--- src/rtl/sar_search.sv ---
// Successive-approximation search engine: drives a trial word into an external
// magnitude comparator and converges on the comparator's A operand.
module sar_search #(
    parameter int WIDTH = 4
) (
    input  logic                         clk,
    input  logic                         rst,
    input  logic                         start,
    output logic [WIDTH-1:0]             trial,
    input  logic                         a_gt_b,
    input  logic                         a_eq_b,
    input  logic                         a_lt_b,
    output logic                         busy,
    output logic                         done,
    output logic [WIDTH-1:0]             result,
    output logic                         err,
    output logic [$clog2(WIDTH+1)-1:0]   steps
);

    localparam int SW = $clog2(WIDTH + 1);
    localparam int IW = (WIDTH > 1) ? $clog2(WIDTH) : 1;

    localparam logic [1:0] IDLE = 2'd0;
    localparam logic [1:0] TRY  = 2'd1;
    localparam logic [1:0] DONE = 2'd2;

    localparam logic [WIDTH-1:0] ONE_WORD = WIDTH'(1);
    localparam logic [WIDTH-1:0] MSB_WORD = ONE_WORD << (WIDTH - 1);
    localparam logic [IW-1:0]    TOP_IDX  = IW'(WIDTH - 1);

    // Exactly one of the three comparator flags may be asserted.
    function automatic logic is_one_hot3(input logic [2:0] f);
        logic ok;
        case (f)
            3'b001, 3'b010, 3'b100: ok = 1'b1;
            default:                ok = 1'b0;
        endcase
        return ok;
    endfunction

    logic [1:0]       state_r,  state_s;
    logic [WIDTH-1:0] trial_r,  trial_s;
    logic [IW-1:0]    idx_r,    idx_s;
    logic             busy_r,   busy_s;
    logic             done_r,   done_s;
    logic [WIDTH-1:0] result_r, result_s;
    logic             err_r,    err_s;
    logic [SW-1:0]    steps_r,  steps_s;

    logic [2:0]       flags_s;
    logic [WIDTH-1:0] bit_mask_s;
    logic [WIDTH-1:0] adj_s;

    assign flags_s    = {a_gt_b, a_eq_b, a_lt_b};
    assign bit_mask_s = ONE_WORD << idx_r;
    // Target below trial means the bit under test overshoots and must be dropped.
    assign adj_s      = a_lt_b ? (trial_r & ~bit_mask_s) : trial_r;

    // Next-state and next-output computation for the search FSM.
    always_comb begin
        state_s  = state_r;
        trial_s  = trial_r;
        idx_s    = idx_r;
        busy_s   = busy_r;
        done_s   = 1'b0;
        result_s = result_r;
        err_s    = err_r;
        steps_s  = steps_r;
        case (state_r)
            IDLE: begin
                trial_s = {WIDTH{1'b0}};
                busy_s  = 1'b0;
                if (start) begin
                    state_s  = TRY;
                    trial_s  = MSB_WORD;
                    idx_s    = TOP_IDX;
                    busy_s   = 1'b1;
                    result_s = {WIDTH{1'b0}};
                    err_s    = 1'b0;
                    steps_s  = {SW{1'b0}};
                end else begin
                    state_s = IDLE;
                end
            end
            TRY: begin
                steps_s = steps_r + SW'(1);
                if (!is_one_hot3(flags_s)) begin
                    err_s    = 1'b1;
                    result_s = {WIDTH{1'b0}};
                    state_s  = DONE;
                end else if (a_eq_b) begin
                    result_s = trial_r;
                    state_s  = DONE;
                end else if (idx_r != {IW{1'b0}}) begin
                    trial_s = adj_s | (bit_mask_s >> 1);
                    idx_s   = idx_r - IW'(1);
                end else begin
                    result_s = adj_s;
                    state_s  = DONE;
                end
                if (state_s == DONE) begin
                    trial_s = {WIDTH{1'b0}};
                    busy_s  = 1'b0;
                    done_s  = 1'b1;
                end else begin
                    busy_s  = 1'b1;
                end
            end
            DONE: begin
                state_s = IDLE;
                trial_s = {WIDTH{1'b0}};
                busy_s  = 1'b0;
            end
            default: begin
                state_s = IDLE;
                trial_s = {WIDTH{1'b0}};
                busy_s  = 1'b0;
            end
        endcase
    end

    // State and output registers; reset clears everything and aborts a search.
    always_ff @(posedge clk or posedge rst) begin
        if (rst) begin
            state_r  <= IDLE;
            trial_r  <= {WIDTH{1'b0}};
            idx_r    <= {IW{1'b0}};
            busy_r   <= 1'b0;
            done_r   <= 1'b0;
            result_r <= {WIDTH{1'b0}};
            err_r    <= 1'b0;
            steps_r  <= {SW{1'b0}};
        end else begin
            state_r  <= state_s;
            trial_r  <= trial_s;
            idx_r    <= idx_s;
            busy_r   <= busy_s;
            done_r   <= done_s;
            result_r <= result_s;
            err_r    <= err_s;
            steps_r  <= steps_s;
        end
    end

    assign trial  = trial_r;
    assign busy   = busy_r;
    assign done   = done_r;
    assign result = result_r;
    assign err    = err_r;
    assign steps  = steps_r;

endmodule
--- config.mk ---
export PLATFORM = sky130hd
export DESIGN_NAME = sar_search
export DESIGN_NICKNAME = d
export VERILOG_FILES = /design/src/rtl/sar_search.sv
export SDC_FILE = /design/constraint.sdc
export NUM_CORES = 1
export LEC_CHECK = 0
export ABC_AREA = 1
export CORE_MARGIN = 3
export CORE_UTILIZATION = 49
export DETAILED_ROUTE_END_ITERATION = 16
export GPL_TIMING_DRIVEN = 1
export PLACE_DENSITY = 0.77
export SLEW_MARGIN = 20
export SYNTH_ARGS = -nofsm -noshare
export SYNTH_HDL_FRONTEND = slang
export SYNTH_SLANG_ARGS = --single-unit
--- constraint.sdc ---
create_clock -name clk -period 1.7 [get_ports clk]
set_clock_uncertainty 0.15 [all_clocks]
set_input_delay 0.255 -clock clk [delete_from_list [all_inputs] [get_ports clk]]
set_output_delay 0.255 -clock clk [all_outputs]
set_load 0.02 [all_outputs]
==> run_results.csv, run 1 <==
group,metric,value,unit
clock_tree,clock_path_buffers,2,
timing,maxSlewViolCount,0,
synthesis,synth_common_cells,"nand2_1 (24), dfrtp_1 (18), inv_1 (12)",
flow_run,drv_cap,0,
route,drt-initial-drc-count,16,
outcome,status,"completed",
worst_setup_path,required,1.29,ns
final_layout,area_delta_synth_final,31.46,%
timing,max_slew_margin,82.38,%
die,core_region_area,1802,um2
route,wl,2030,um
route,viasPerCell,5.080,
die,die-area,2569,um2
route,vias,828,
worst_setup_path,cp.buffers_inverters,1,
timing,period_needed,1.638,ns
synthesis,ys_top_cells_by_area,"dfrtp_1 (46%), nand2_1 (9.2%), ha_1 (6.4%)",
grt,grt_pass1_wl,3588,um
worst_setup_path,path_delay_family,"buffers and inverters",
route,drt-pass1-iter-count,4,
worst_setup_path,endpoint_kind,"output port",
worst_setup_path,cp_max_fo,2,
clock_tree,path_clk_slew,0.10,ns
route,drt-wirelength-per-cell,12.45,um
grt,grt_max_degree,19,
route,drcViolationCount,0,
final_layout,final_core_util,71.39,%
timing,worst_pin_slew,0.2633,ns
synthesis,async_flop_share,100.0,%
synthesis,synthCells,109,
placement,dp_cells,158,
grt,grtUsageTotal,18.44,%
synthesis,ys.flop_type,"dfrtp_1",
synthesis,syn_nets,120,
synthesis,ys_ff_latch,18,
final_layout,num-nets-final,150,
worst_setup_path,cp_cell_sequence,"clkdlybuf4s50_1",
die,die_w,50.69,um
grt,overflow,0,
worst_setup_path,critPathKind,"reg -> out",
final_layout,instances_no_fill,163,
clock_tree,clk-insertion-delay-late,0.29,ns
timing,rsz0062_at_grt,"false",
die,initial_utilization,54.31,%
timing,setup_viol,0,
worst_setup_path,cp_slowest_cell,"clkdlybuf4s50_1",
synthesis,yosysMostFrequentCell,"nand2_1",
worst_setup_path,arrival,1.23,ns
final_layout,n_fill_cell,158,
pwr,pwr_density_cell,1405,nW/um2
final_layout,drive_above_1_share,20.29,%
clock_tree,cts_made_buffers,3,
final_layout,n_antenna_cell,0,
die,die_y,50.69,um
timing,achievable-frequency,0.6105,GHz
worst_setup_path,cp_slowest_stage_delay,0.60,ns
synthesis,yosysSeqAreaShare,46.04,%
pwr,peakVddDrop,0.001007,V
placement,placed_area,1234,um2
timing,period_share,96.35,%
placement,gp_congestion,0.8276,
synthesis,synth.top_cell.area_share,46.04,%
placement,io_buffers,19,
die,row_count,15,
synthesis,synth_area_leader_cell,"dfrtp_1",
clock_tree,numClockSinks,18,
pwr,p_leak,0.7270,nW
clock_tree,cts.htree.levels,1,
synthesis,synth_edf_count,0,
grt,antenna_found_initial,0,
route,ant_nets,0,
hold_path,hold_class,"in -> async",
grt,grt_pass1_vias,850,
synthesis,synthDistinctLibCells,23,
final_layout,design_area,1286,um2
clock_tree,cts_tree,"yes",
placement,hpwl,1521,um
timing,finalHoldViolCount,0,
worst_setup_path,crit_path_start_kind,"flop",
die,io_pins,20,
synthesis,synth_area_per_cell,8.976,um2
clock_tree,clock-root-buffer,"clkbuf_4",
synthesis,ys_warn_count,0,
synthesis,syn_area,978.4,um2
==> final timing paths <==
kind                            from         to  slack (ns)  cells after the start
max                         trial[1]   trial[1]        0.06                      1
min in group clk           result[2]  result[2]        0.35                      2
max reg2reg                 idx_r[0]   idx_r[0]        0.16                      8
min                              rst        err        0.12                      3
max in group asynchronous        rst   trial[1]        1.09                      3
min reg2reg                result[2]  result[2]        0.35                      2
==> per-stage QoR <==
stage               hold WS (ns)  power [mW]  setup TNS [ns]  setup WS (ns)
finish                    0.1188       1.807               0        0.06204
detailed placement        0.3368       1.572        -0.05810       -0.02302
global placement          0.3162       1.541               0        0.01965
global route              0.1403       1.964               0        0.01259
floorplan                0.04357       1.230               0         0.1511
CTS                       0.1148       1.819               0        0.01384
==> layer usage <==
| metal | vias up | wire [um] | GRT usage [%] |
|---|---|---|---|
| met5 | - | 0 | 0 |
| met4 | 0 | 46 | 8.072 |
| met3 | 6 | 74 | 3.858 |
| met2 | 24 | 1006 | 32.61 |
| met1 | 387 | 904 | 21.24 |
| li1 | 411 | - | - |
==> worst register-to-register path: cells and delay by family, from the launching register on <==
family        cells  cell delay [ns]
fa+ha+maj         1             0.20
simple gates      5             0.60
flops             1             0.36
buf+inv           2             0.14
==> where the power goes <==
| part | leakage [nW] | switching, mW | internal [mW] |
|---|---|---|---|
| clock | 0.0210 | 0.126 | 0.130 |
| sequential | 0.236 | 0.0715 | 0.550 |
| combinational | 0.470 | 0.561 | 0.369 |
==> logic make-up (layout without fill, tap and decap cells) <==
| kind of cell | after synthesis | in the layout | synth area share [%] |
|---|---|---|---|
| compound gates | 15 | 15 | 9.848 |
| flops | 18 | 18 | 46.04 |
| fa+ha+maj | 5 | 5 | 6.394 |
| simple gates | 54 | 54 | 30.44 |
| buf+inv | 17 | 46 | 7.288 |
==> state kept, by name (all words and copies together), names as in the netlist <==
signal and cells:
result 4, steps 3, state_r 2, err 1
idx_r 2, busy 1, done 1, trial 4
==> placed cells by master, fill, tap and decap left out, drive strengths merged <==
cell,synthesis,routed
nand2,29,29
a21oi,6,6
a31oi,1,1
o21ai,6,6
and2,1,1
nor2,10,10
buf,1,7
ha,5,5
clkdlybuf4s50,0,8
nand3,10,10
inv,16,16
dfrtp,18,18
a22oi,1,1
o211ai,1,1
nand4,4,4
clkbuf,0,4
dlygate4sd2,0,5
dlymetal6s2s,0,6
==> layout make-up <==
class                      count  area, um2  area share, %
timing repair buffer          26      251.5          19.55
clock buffer                   4      36.28          2.821
multi-input combinational     74      456.7          35.51
sequential                    18      450.4          35.02
inverter                      16      60.06          4.669
tap                           25      31.28          2.432
==> repair_timing <==
item | 4_1_cts | 5_1_grt
buffers inserted | 0 | 1
pin swaps | 0 | 0
gates cloned | 0 | 0
hold buffers | 0 | 0
setup endpoints to repair | 5 | 9
gates resized for setup | 5 | 6
Power figures use the tool's default switching activity.
==> inputs of run 2 (changes only) <==
--- a/config.mk
+++ b/config.mk
@@ -7,10 +7,11 @@
 export LEC_CHECK = 0
 export ABC_AREA = 1
 export CORE_MARGIN = 3
-export CORE_UTILIZATION = 49
+export CORE_UTILIZATION = 45
+export CTS_CLUSTER_DIAMETER = 50
 export DETAILED_ROUTE_END_ITERATION = 16
 export GPL_TIMING_DRIVEN = 1
-export PLACE_DENSITY = 0.77
+export PLACE_DENSITY = 0.74
 export SLEW_MARGIN = 20
 export SYNTH_ARGS = -nofsm -noshare
 export SYNTH_HDL_FRONTEND = slang
==> constraint.sdc (replaced) <==
create_clock -name clk -period 1.5 [get_ports clk]
set_clock_uncertainty 0.15 [all_clocks]
set_input_delay 0.225 -clock clk [delete_from_list [all_inputs] [get_ports clk]]
set_output_delay 0.225 -clock clk [all_outputs]
set_load 0.02 [all_outputs]
==> run_results.csv, run 2 (same netlist as run 1, synthesis figures left out) <==
group,metric,value,unit
clock_tree,ctsHoldBuffers,0,
route,viasPerCell,4.859,
timing,finalHoldViolCount,0,
clock_tree,cts_made_buffers,3,
worst_setup_path,reg2regPathDepth,8,
clock_tree,path_clk_slew,0.10,ns
hold_path,hold_class,"in -> async",
final_layout,n_antenna_cell,0,
timing,worst_pin_slew,0.2388,ns
worst_setup_path,worstSetupStartpoint,"idx_r[0]",
grt,antenna_found_initial,0,
final_layout,instances_no_fill,170,
flow_run,drv_cap,0,
route,drcViolationCount,0,
worst_setup_path,critPathKind,"reg -> reg",
route,wl,1982,um
worst_setup_path,cp_slowest_stage_delay,0.39,ns
worst_setup_path,path_common_cell,"nand2_4",
placement,io_buffers,19,
timing,maxSlewViolCount,0,
timing,period_share,97.39,%
pwr,peakVddDrop,0.0009442,V
route,vias,826,
worst_setup_path,reg2reg_slack,0.04,ns
clock_tree,clk-insertion-delay-late,0.29,ns
worst_setup_path,cp_cell_sequence,"inv_2 -> ha_4 -> inv_4 -> nand2_4 -> nor2_4 -> nand4_4 -> nand2_4 -> buf_4",
worst_setup_path,cp_slowest_cell,"dfrtp_1",
die,die_w,52.63,um
outcome,status,"completed",
placement,dp_cells,163,
worst_setup_path,arrival,1.55,ns
clock_tree,cts.htree.levels,1,
die,core_region_area,2002,um2
grt,grt_pass1_vias,720,
die,initial_utilization,48.87,%
grt,grt_max_degree,19,
route,drt-wirelength-per-cell,11.66,um
final_layout,n_fill_cell,167,
placement,gp_congestion,0.8132,
timing,tns,0,ns
route,drt-initial-drc-count,13,
timing,achievable-frequency,0.6845,GHz
final_layout,layout.cells.most_common,"nand2_1",
die,io_pins,20,
placement,hpwl,1466,um
worst_setup_path,required,1.59,ns
final_layout,mostFrequentLayoutCells,"nand2_1 (19), dfrtp_1 (18), dlygate4sd2_1 (14)",
clock_tree,clock-root-buffer,"clkbuf_4",
die,die-area,2770,um2
worst_setup_path,r2r-end,"busy",
clock_tree,clock_path_buffers,2,
grt,overflow,0,
timing,period_needed,1.461,ns
grt,grt_pass1_wl,3098,um
route,drt-pass1-iter-count,4,
die,row_count,16,
timing,setup_viol,0,
worst_setup_path,cp_max_fo,7,
clock_tree,cts_tree,"yes",
worst_setup_path,regToRegStartpoint,"idx_r[0]",
worst_setup_path,endpoint_kind,"flop",
pwr,pwr_density_cell,1634,nW/um2
worst_setup_path,crit_path_start_kind,"flop",
timing,max_slew_margin,84.02,%
final_layout,area_delta_synth_final,36.57,%
timing,rsz0062_at_grt,"true",
clock_tree,numClockSinks,18,
final_layout,drive_above_1_share,30.07,%
grt,grtUsageTotal,15.38,%
pwr,p_leak,0.6923,nW
final_layout,num-nets-final,155,
route,ant_nets,0,
die,die_y,52.63,um
timing,finalHoldWorstSlack,0.09376,ns
==> run 2: changes by cell type in the layout (fill, tap and decap cells not counted), moves of 2 or more <==
cell / before / now
inv_2: 4 / 6
nand2_1: 24 / 19
clkdlybuf4s50_1: 8 / 5
dlygate4sd2_1: 5 / 14
dlymetal6s2s_1: 6 / 0
nand2_2: 3 / 7
inv_1: 12 / 9
buf_4: 7 / 12
==> run 2: how the worst max path moves through the flow <==
stage,end,slack (ns),cells after the start
6_report,busy,0.04,8
5_1_grt,idx_r[1],-0.04,9
4_1_cts,result[0],0.003,9
3_5_place_dp,idx_r[1],-0.18,8
3_3_place_gp,trial[3],-0.14,7
2_1_floorplan,result[3],0.01,9
==> run 2: area by class of cell <==
type | instances | area [um2] | share of cell area (%)
clock buffers | 4 | 36.28 | 2.715
multi-input cells | 74 | 490.5 | 36.70
inverters | 16 | 62.56 | 4.682
flip-flops and latches | 18 | 450.4 | 33.71
repair buffers | 31 | 262.8 | 19.66
well taps | 27 | 33.78 | 2.528
==> run 2: per-layer routing <==
metal  track usage (%)  share of wire [%]
met4             7.234               0.50
met2             23.97                 53
met5                 0                  0
met1             20.35                 42
met3             2.849                4.4
==> run 2: worst max-delay path: cells and delay by family, from the launching register on <==
kind	cells	cell delay, ns
flops	1	0.39
buf+inv	3	0.23
fa+ha+maj	1	0.16
simple gates	4	0.49
==> run 2: through the flow <==
step / setup slack (ns) / cell area, um2 / power [mW] / utilization [%]
after detailed placement: -0.1792 / 1259 / 1.835 / 62.88
after global routing: -0.03858 / 1336 / 2.358 / 66.75
after floorplan: 0.01122 / 978.4 / 1.398 / -
final: 0.03908 / 1336 / 2.184 / 66.75
after global placement: -0.1424 / 1259 / 1.815 / 62.88
after CTS: 0.002803 / 1277 / 2.069 / 63.81
==> run 2: what timing repair did <==
action | CTS | global route
resized for setup | 14 | 12
endpoints found under the setup margin | 14 | 8
setup buffers | 0 | 3
pin swaps | 0 | 6
gates cloned | 0 | 0
==> run 2: power by group <==
part	switching, mW	total, mW	leakage (nW)	internal (mW)
logic	0.693	1.17	0.436	0.480
clock network	0.151	0.299	0.0210	0.148
registers	0.0884	0.712	0.236	0.624
total	0.933	2.18	0.692	1.25
